<file path="src/rtl/conway_pkg.sv">
// rtl/conway_pkg.sv - shared state encoding and default grid dimensions
package conway_pkg;

    localparam int DEFAULT_GRID_WIDTH  = 8;
    localparam int DEFAULT_GRID_HEIGHT = 8;
    localparam int DEFAULT_GEN_WIDTH   = 16;

    typedef enum logic [1:0] {
        ST_IDLE   = 2'd0,
        ST_LOAD   = 2'd1,
        ST_COMMIT = 2'd2,
        ST_RUN    = 2'd3
    } seq_state_t;

endpackage

</file>
<file path="src/rtl/grid_row_assembler.sv">
// rtl/grid_row_assembler.sv - packs incoming rows into the full grid word
module grid_row_assembler
    import conway_pkg::*;
#(
    parameter int GRID_WIDTH  = DEFAULT_GRID_WIDTH,
    parameter int GRID_HEIGHT = DEFAULT_GRID_HEIGHT
) (
    input  logic                              clk,
    input  logic                              rst_n,
    input  logic                              clear,
    input  logic                              load_en,
    input  logic [GRID_WIDTH-1:0]             row_in,
    output logic [GRID_WIDTH*GRID_HEIGHT-1:0] grid,
    output logic                              last_row
);

    localparam int ROW_W = (GRID_HEIGHT > 1) ? $clog2(GRID_HEIGHT) : 1;

    logic [ROW_W-1:0] row_cnt;

    assign last_row = (row_cnt == ROW_W'(GRID_HEIGHT - 1));

    // Row counter: restarts on clear, advances per accepted row, wraps after the last row
    always_ff @(posedge clk or negedge rst_n) begin
        if (!rst_n) begin
            row_cnt <= '0;
        end else if (clear) begin
            row_cnt <= '0;
        end else if (load_en) begin
            row_cnt <= last_row ? '0 : row_cnt + ROW_W'(1);
        end
    end

    // Grid storage: the accepted row lands in the slot selected by the counter, row 0 at the LSBs
    always_ff @(posedge clk or negedge rst_n) begin
        if (!rst_n) begin
            grid <= '0;
        end else if (load_en) begin
            for (int i = 0; i < GRID_HEIGHT; i++) begin
                if (row_cnt == ROW_W'(i)) begin
                    grid[i*GRID_WIDTH +: GRID_WIDTH] <= row_in;
                end
            end
        end
    end

endmodule

</file>
<file path="src/rtl/grid_sequencer.sv">
// rtl/grid_sequencer.sv - load/commit/run controller in front of the grid memory
module grid_sequencer
    import conway_pkg::*;
#(
    parameter int GRID_WIDTH  = DEFAULT_GRID_WIDTH,
    parameter int GRID_HEIGHT = DEFAULT_GRID_HEIGHT,
    parameter int GEN_WIDTH   = DEFAULT_GEN_WIDTH
) (
    input  logic                              CLK,
    input  logic                              RESET,
    input  logic                              START,
    input  logic                              STOP,
    input  logic                              STEP,
    input  logic [GRID_WIDTH-1:0]             ROW_IN,
    input  logic                              ROW_VALID,
    output logic                              ROW_READY,
    output logic [GRID_WIDTH*GRID_HEIGHT-1:0] INITIAL_OUT,
    output logic                              WRITE_ENABLE,
    output logic                              LOAD_RUN,
    output logic                              BUSY,
    output logic [GEN_WIDTH-1:0]              GENERATION
);

    seq_state_t state;
    seq_state_t next_state;
    logic       row_take;
    logic       load_clear;
    logic       last_row;
    logic       step_write;

    grid_row_assembler #(
        .GRID_WIDTH  (GRID_WIDTH),
        .GRID_HEIGHT (GRID_HEIGHT)
    ) u_assembler (
        .clk      (CLK),
        .rst_n    (RESET),
        .clear    (load_clear),
        .load_en  (row_take),
        .row_in   (ROW_IN),
        .grid     (INITIAL_OUT),
        .last_row (last_row)
    );

    // State register
    always_ff @(posedge CLK or negedge RESET) begin
        if (!RESET) begin
            state <= ST_IDLE;
        end else begin
            state <= next_state;
        end
    end

    // Next-state and handshake decode; STOP overrides everything and suppresses row capture
    always_comb begin
        next_state = state;
        row_take   = 1'b0;
        load_clear = 1'b0;
        step_write = 1'b0;
        if (STOP) begin
            next_state = ST_IDLE;
        end else begin
            case (state)
                ST_IDLE: begin
                    if (START) begin
                        next_state = ST_LOAD;
                        load_clear = 1'b1;
                    end
                end
                ST_LOAD: begin
                    row_take = ROW_VALID & ROW_READY;
                    if (row_take && last_row) begin
                        next_state = ST_COMMIT;
                    end
                end
                ST_COMMIT: begin
                    next_state = ST_RUN;
                end
                ST_RUN: begin
                    step_write = STEP;
                end
                default: begin
                    next_state = ST_IDLE;
                end
            endcase
        end
    end

    // Registered outputs, all derived from the upcoming state so they align with it
    always_ff @(posedge CLK or negedge RESET) begin
        if (!RESET) begin
            ROW_READY    <= 1'b0;
            WRITE_ENABLE <= 1'b0;
            LOAD_RUN     <= 1'b0;
            BUSY         <= 1'b0;
            GENERATION   <= '0;
        end else begin
            ROW_READY    <= (next_state == ST_LOAD);
            BUSY         <= (next_state != ST_IDLE);
            WRITE_ENABLE <= (next_state == ST_COMMIT) || step_write;
            if (next_state == ST_LOAD) begin
                LOAD_RUN <= 1'b0;
            end else if (next_state == ST_RUN) begin
                LOAD_RUN <= 1'b1;
            end
            if (next_state == ST_COMMIT) begin
                GENERATION <= '0;
            end else if (step_write) begin
                GENERATION <= GENERATION + GEN_WIDTH'(1);
            end
        end
    end

endmodule

</file>
<file path="config.mk">
export PLATFORM = sky130hd
export DESIGN_NAME = grid_sequencer
export DESIGN_NICKNAME = d
export VERILOG_FILES = /design/src/rtl/conway_pkg.sv /design/src/rtl/grid_row_assembler.sv /design/src/rtl/grid_sequencer.sv
export SDC_FILE = /design/constraint.sdc
export NUM_CORES = 1
export LEC_CHECK = 0
export CAP_MARGIN = 20
export CORE_MARGIN = 8
export CORE_UTILIZATION = 50
export CTS_BUF_LIST = sky130_fd_sc_hd__clkbuf_4
export DETAILED_ROUTE_END_ITERATION = 10
export GPL_TIMING_DRIVEN = 1
export PLACE_DENSITY = 0.82
export SLEW_MARGIN = 20
export SYNTH_ARGS = -nofsm -noshare
export SYNTH_HDL_FRONTEND = slang
export SYNTH_SLANG_ARGS = --single-unit
</file>
<file path="constraint.sdc">
create_clock -name CLK -period 2.51 [get_ports CLK]
set_clock_uncertainty 0.1 [all_clocks]
set_input_delay 0.753 -clock CLK [delete_from_list [all_inputs] [get_ports CLK]]
set_output_delay 0.753 -clock CLK [all_outputs]
set_load 0.01 [all_outputs]
</file>
==> metrics.txt <==
# TYPE chip_impl_metric gauge
chip_impl_metric{name="total_via_count_after_detailed_routing",unit=""} 2648
chip_impl_metric{name="antenna_violations_before_repair",unit=""} 0
chip_impl_metric{name="hold_fix_buffers_at_cts",unit=""} 0
chip_impl_metric{name="place.port_buffers",unit=""} 97
chip_impl_metric{name="asyncSetResetFlopFracSynth",unit="%"} 100.0
chip_impl_info{name="most_frequent_standard_cell_in_the_layout_excluding_fill_and_tap_cells",value="sky130_fd_sc_hd__clkdlybuf4s50_1"} 1
chip_impl_info{name="timing.critical_path.max_delay_family",value="buffers and inverters"} 1
chip_impl_metric{name="cts_max_path_buffers",unit=""} 2
chip_impl_metric{name="power_per_cell_area",unit="nW/um2"} 534.0
chip_impl_metric{name="grt_use_total",unit="%"} 18.64
chip_impl_metric{name="max_cap_viols",unit=""} 0
chip_impl_info{name="crit_type",value="flip-flop to output port"} 1
chip_impl_info{name="min-delay-path-class",value="input port to asynchronous set/reset pin"} 1
chip_impl_metric{name="postCtsSetupBuffers",unit=""} 0
chip_impl_metric{name="synth_nets",unit=""} 308
chip_impl_metric{name="routedWlPerCell",unit="um"} 18.35
chip_impl_metric{name="drcViolationCount",unit=""} 0
chip_impl_metric{name="final_report_hold_violation_count",unit=""} 0
chip_impl_info{name="cp-end-kind",value="output port"} 1
chip_impl_metric{name="number_of_global_route_vias_before_repair",unit=""} 2795
chip_impl_info{name="rsz_0062_raised_after_global_routing",value="false"} 1
chip_impl_metric{name="dp.final_hpwl",unit="um"} 6830
chip_impl_metric{name="antenna-diode-count",unit=""} 0
chip_impl_metric{name="timing.setup.tns",unit="ns"} 0
chip_impl_metric{name="ir_worst_vdd",unit="mV"} 0.4552
chip_impl_metric{name="die_width",unit="um"} 101.9
chip_impl_metric{name="min_period",unit="ns"} 2.371
chip_impl_metric{name="post_cts_clock_slew_at_the_launch_and_capture_registers_of_the_worst_setup_and_hold_paths",unit="ns"} 0.15
chip_impl_metric{name="grt_pass1_wl",unit="um"} 14810
chip_impl_metric{name="fp-row-count",unit=""} 31
chip_impl_metric{name="final_min_period_over_clock_period",unit="%"} 94.45
chip_impl_metric{name="place.detailed.instances",unit=""} 488
chip_impl_metric{name="grt_overflow_total",unit=""} 0
chip_impl_metric{name="vias_per_cell",unit=""} 5.254
chip_impl_metric{name="power.leakage",unit="nW"} 2.327
chip_impl_info{name="cp-start-kind",value="flip-flop"} 1
chip_impl_metric{name="design.final.nets",unit=""} 421
chip_impl_info{name="layout_common_cells",value="sky130_fd_sc_hd__clkdlybuf4s50_1 (96), sky130_fd_sc_hd__dfrtp_1 (89), sky130_fd_sc_hd__mux2_2 (56)"} 1
chip_impl_metric{name="detail_route.wirelength",unit="um"} 9250
chip_impl_metric{name="post_synth_inst_count",unit=""} 287
chip_impl_metric{name="clock-sinks",unit=""} 89
chip_impl_metric{name="synth_enable_flop_cells",unit=""} 0
chip_impl_info{name="crit_path_cell_trace",value="clkdlybuf4s50_1"} 1
chip_impl_metric{name="number_of_buffers_created_by_cts",unit=""} 9
chip_impl_metric{name="drtPass1Iterations",unit=""} 4
chip_impl_metric{name="final_layout_size_suffix_gt1_share",unit="%"} 23.70
chip_impl_info{name="ys.flop_type",value="sky130_fd_sc_hd__dfrtp_1"} 1
chip_impl_metric{name="synth.distinct_cells",unit=""} 32
chip_impl_metric{name="worst-slew-pin-transition",unit="ns"} 0.5290
chip_impl_metric{name="mappedNetlistArea",unit="um2"} 3690
chip_impl_metric{name="critPathRequiredTime",unit="ns"} 1.66
chip_impl_metric{name="post-layout-total-power",unit="mW"} 2.660
chip_impl_metric{name="finish.instance_area",unit="um2"} 4981
chip_impl_metric{name="die-height",unit="um"} 101.9
chip_impl_metric{name="synthesis.area_per_instance",unit="um2"} 12.86
chip_impl_metric{name="timing.fmax",unit="MHz"} 421.8
chip_impl_metric{name="critPathMaxStageDelay",unit="ns"} 0.61
chip_impl_metric{name="ys_seq_elements",unit=""} 89
chip_impl_metric{name="cts_resized",unit=""} 0
chip_impl_metric{name="antenna_left",unit=""} 0
chip_impl_metric{name="final_cells",unit=""} 504
chip_impl_info{name="cts_tree",value="built"} 1
chip_impl_metric{name="finalSetupViolCount",unit=""} 0
chip_impl_metric{name="clk_latency",unit="ns"} 0.42
chip_impl_metric{name="place_congestion",unit=""} 0.8222
chip_impl_info{name="root_buffer",value="sky130_fd_sc_hd__clkbuf_4"} 1
chip_impl_metric{name="synth.yosys.warnings",unit=""} 0
chip_impl_metric{name="placed_cell_area",unit="um2"} 4858
chip_impl_metric{name="largest_net_degree_at_the_start_of_global_routing",unit=""} 42
chip_impl_info{name="critical_path.slowest_cell",value="sky130_fd_sc_hd__clkdlybuf4s50_1"} 1
chip_impl_metric{name="max_slew_margin",unit="%"} 64.73
chip_impl_metric{name="io_pins",unit=""} 98
chip_impl_metric{name="areaGrowthSynthToFinish",unit="%"} 34.99
chip_impl_metric{name="initial_core_utilization",unit="%"} 51.14
chip_impl_metric{name="path_max_fanout",unit=""} 6
chip_impl_metric{name="die_area",unit="um2"} 10380
chip_impl_metric{name="initialDrtViolationCount",unit=""} 69
chip_impl_metric{name="synth_sequential_area_ratio",unit="%"} 60.36
chip_impl_metric{name="timing.critical_path.buf_inv",unit=""} 1
chip_impl_metric{name="timing.critical_path.arrival",unit="ns"} 1.52
chip_impl_metric{name="drv_slew",unit=""} 0
chip_impl_metric{name="ctsHtreeMaxLevel",unit=""} 3
chip_impl_metric{name="fp.coreArea",unit="um2"} 7214
chip_impl_info{name="status",value="complete, no violations"} 1
[report_power, final]
part / switching (mW) / leakage, nW / internal [mW]
sequential: 0.0484 / 1.22 / 1.51
clock: 0.503 / 0.0625 / 0.210
combinational: 0.165 / 1.04 / 0.219
[cell type report]
cell class / count / area, um2
multi-input combinational: 186 / 1409
timing repair buffer: 108 / 1076
fill: 563 / 2233
clock inverter: 7 / 55.05
clock buffer: 9 / 67.56
inverter: 6 / 22.52
tap: 99 / 123.9
sequential: 89 / 2227
[state kept, by name, summed over array words and instances, names as in the netlist]
| signal | count |
|---|---|
| BUSY | 1 |
| GENERATION | 16 |
| LOAD_RUN | 1 |
| ROW_READY | 1 |
| WRITE_ENABLE | 1 |
| state | 2 |
| u_assembler.grid | 64 |
| u_assembler.row_cnt | 3 |
[metrics by stage]
stage	hold slack [ns]	worst slack, ns	utilization, %
floorplan	0.3574	0.2462	-
global placement	0.3598	-0.1309	67.34
detailed placement	0.3616	-0.1728	67.34
CTS	0.1850	0.1069	69.04
global route	0.1933	0.06865	69.04
finish	0.1936	0.1394	69.04
[layer usage]
metal | track usage [%] | routed length, um | vias to the layer above
met1 | 21.78 | 3741 | 1321
met4 | 6.659 | 121 | 0
met2 | 29.58 | 4330 | 88
met5 | 0 | 0 | -
met3 | 8.583 | 1057 | 13
li1 | - | - | 1226
[logic make-up (layout without fill, tap and decap cells)]
kind of cell | after synthesis | count (layout) | share of synthesized area [%]
flip-flops | 89 | 89 | 60.36
XOR/XNOR | 10 | 10 | 2.374
buffers and inverters | 12 | 130 | 1.458
AO/OA/AOI/OAI | 16 | 16 | 2.170
adder cells (fa/ha/maj) | 7 | 7 | 2.374
AND/OR/NAND/NOR | 95 | 95 | 13.63
multiplexers | 58 | 58 | 17.63
[worst paths after layout]
| path | endpoint | slack (ns) | startpoint | depth (start not counted) |
|---|---|---|---|---|
| min | GENERATION[6]$_DFFE_PN0P_ | 0.19 | RESET | 1 |
| min reg2reg | u_assembler.grid[63]$_DFFE_PN0P_ | 0.39 | u_assembler.grid[63]$_DFFE_PN0P_ | 2 |
| max | GENERATION[8] | 0.14 | GENERATION[8]$_DFFE_PN0P_ | 1 |
| max reg2reg | u_assembler.grid[42]$_DFFE_PN0P_ | 0.58 | state[1]$_DFF_PN0_ | 4 |
| max in group asynchronous | u_assembler.grid[40]$_DFFE_PN0P_ | 1.52 | RESET | 2 |
| min in group CLK | u_assembler.grid[63]$_DFFE_PN0P_ | 0.39 | u_assembler.grid[63]$_DFFE_PN0P_ | 2 |
[synthesized netlist by cell type (4+ instances only)]
cell	instances	area (um2)
sky130_fd_sc_hd__dfrtp_1	89	2227
sky130_fd_sc_hd__nand3_1	7	35.03
sky130_fd_sc_hd__mux2_2	56	630.6
sky130_fd_sc_hd__a21oi_1	8	40.04
sky130_fd_sc_hd__nor4_1	5	31.28
sky130_fd_sc_hd__clkbuf_1	4	15.01
sky130_fd_sc_hd__o21ai_0	8	40.04
sky130_fd_sc_hd__inv_1	6	22.52
sky130_fd_sc_hd__nor2_1	13	48.80
sky130_fd_sc_hd__xnor2_1	8	70.07
sky130_fd_sc_hd__nand2_1	39	146.4
sky130_fd_sc_hd__ha_1	7	87.58
(Power assumes the default switching activity.)
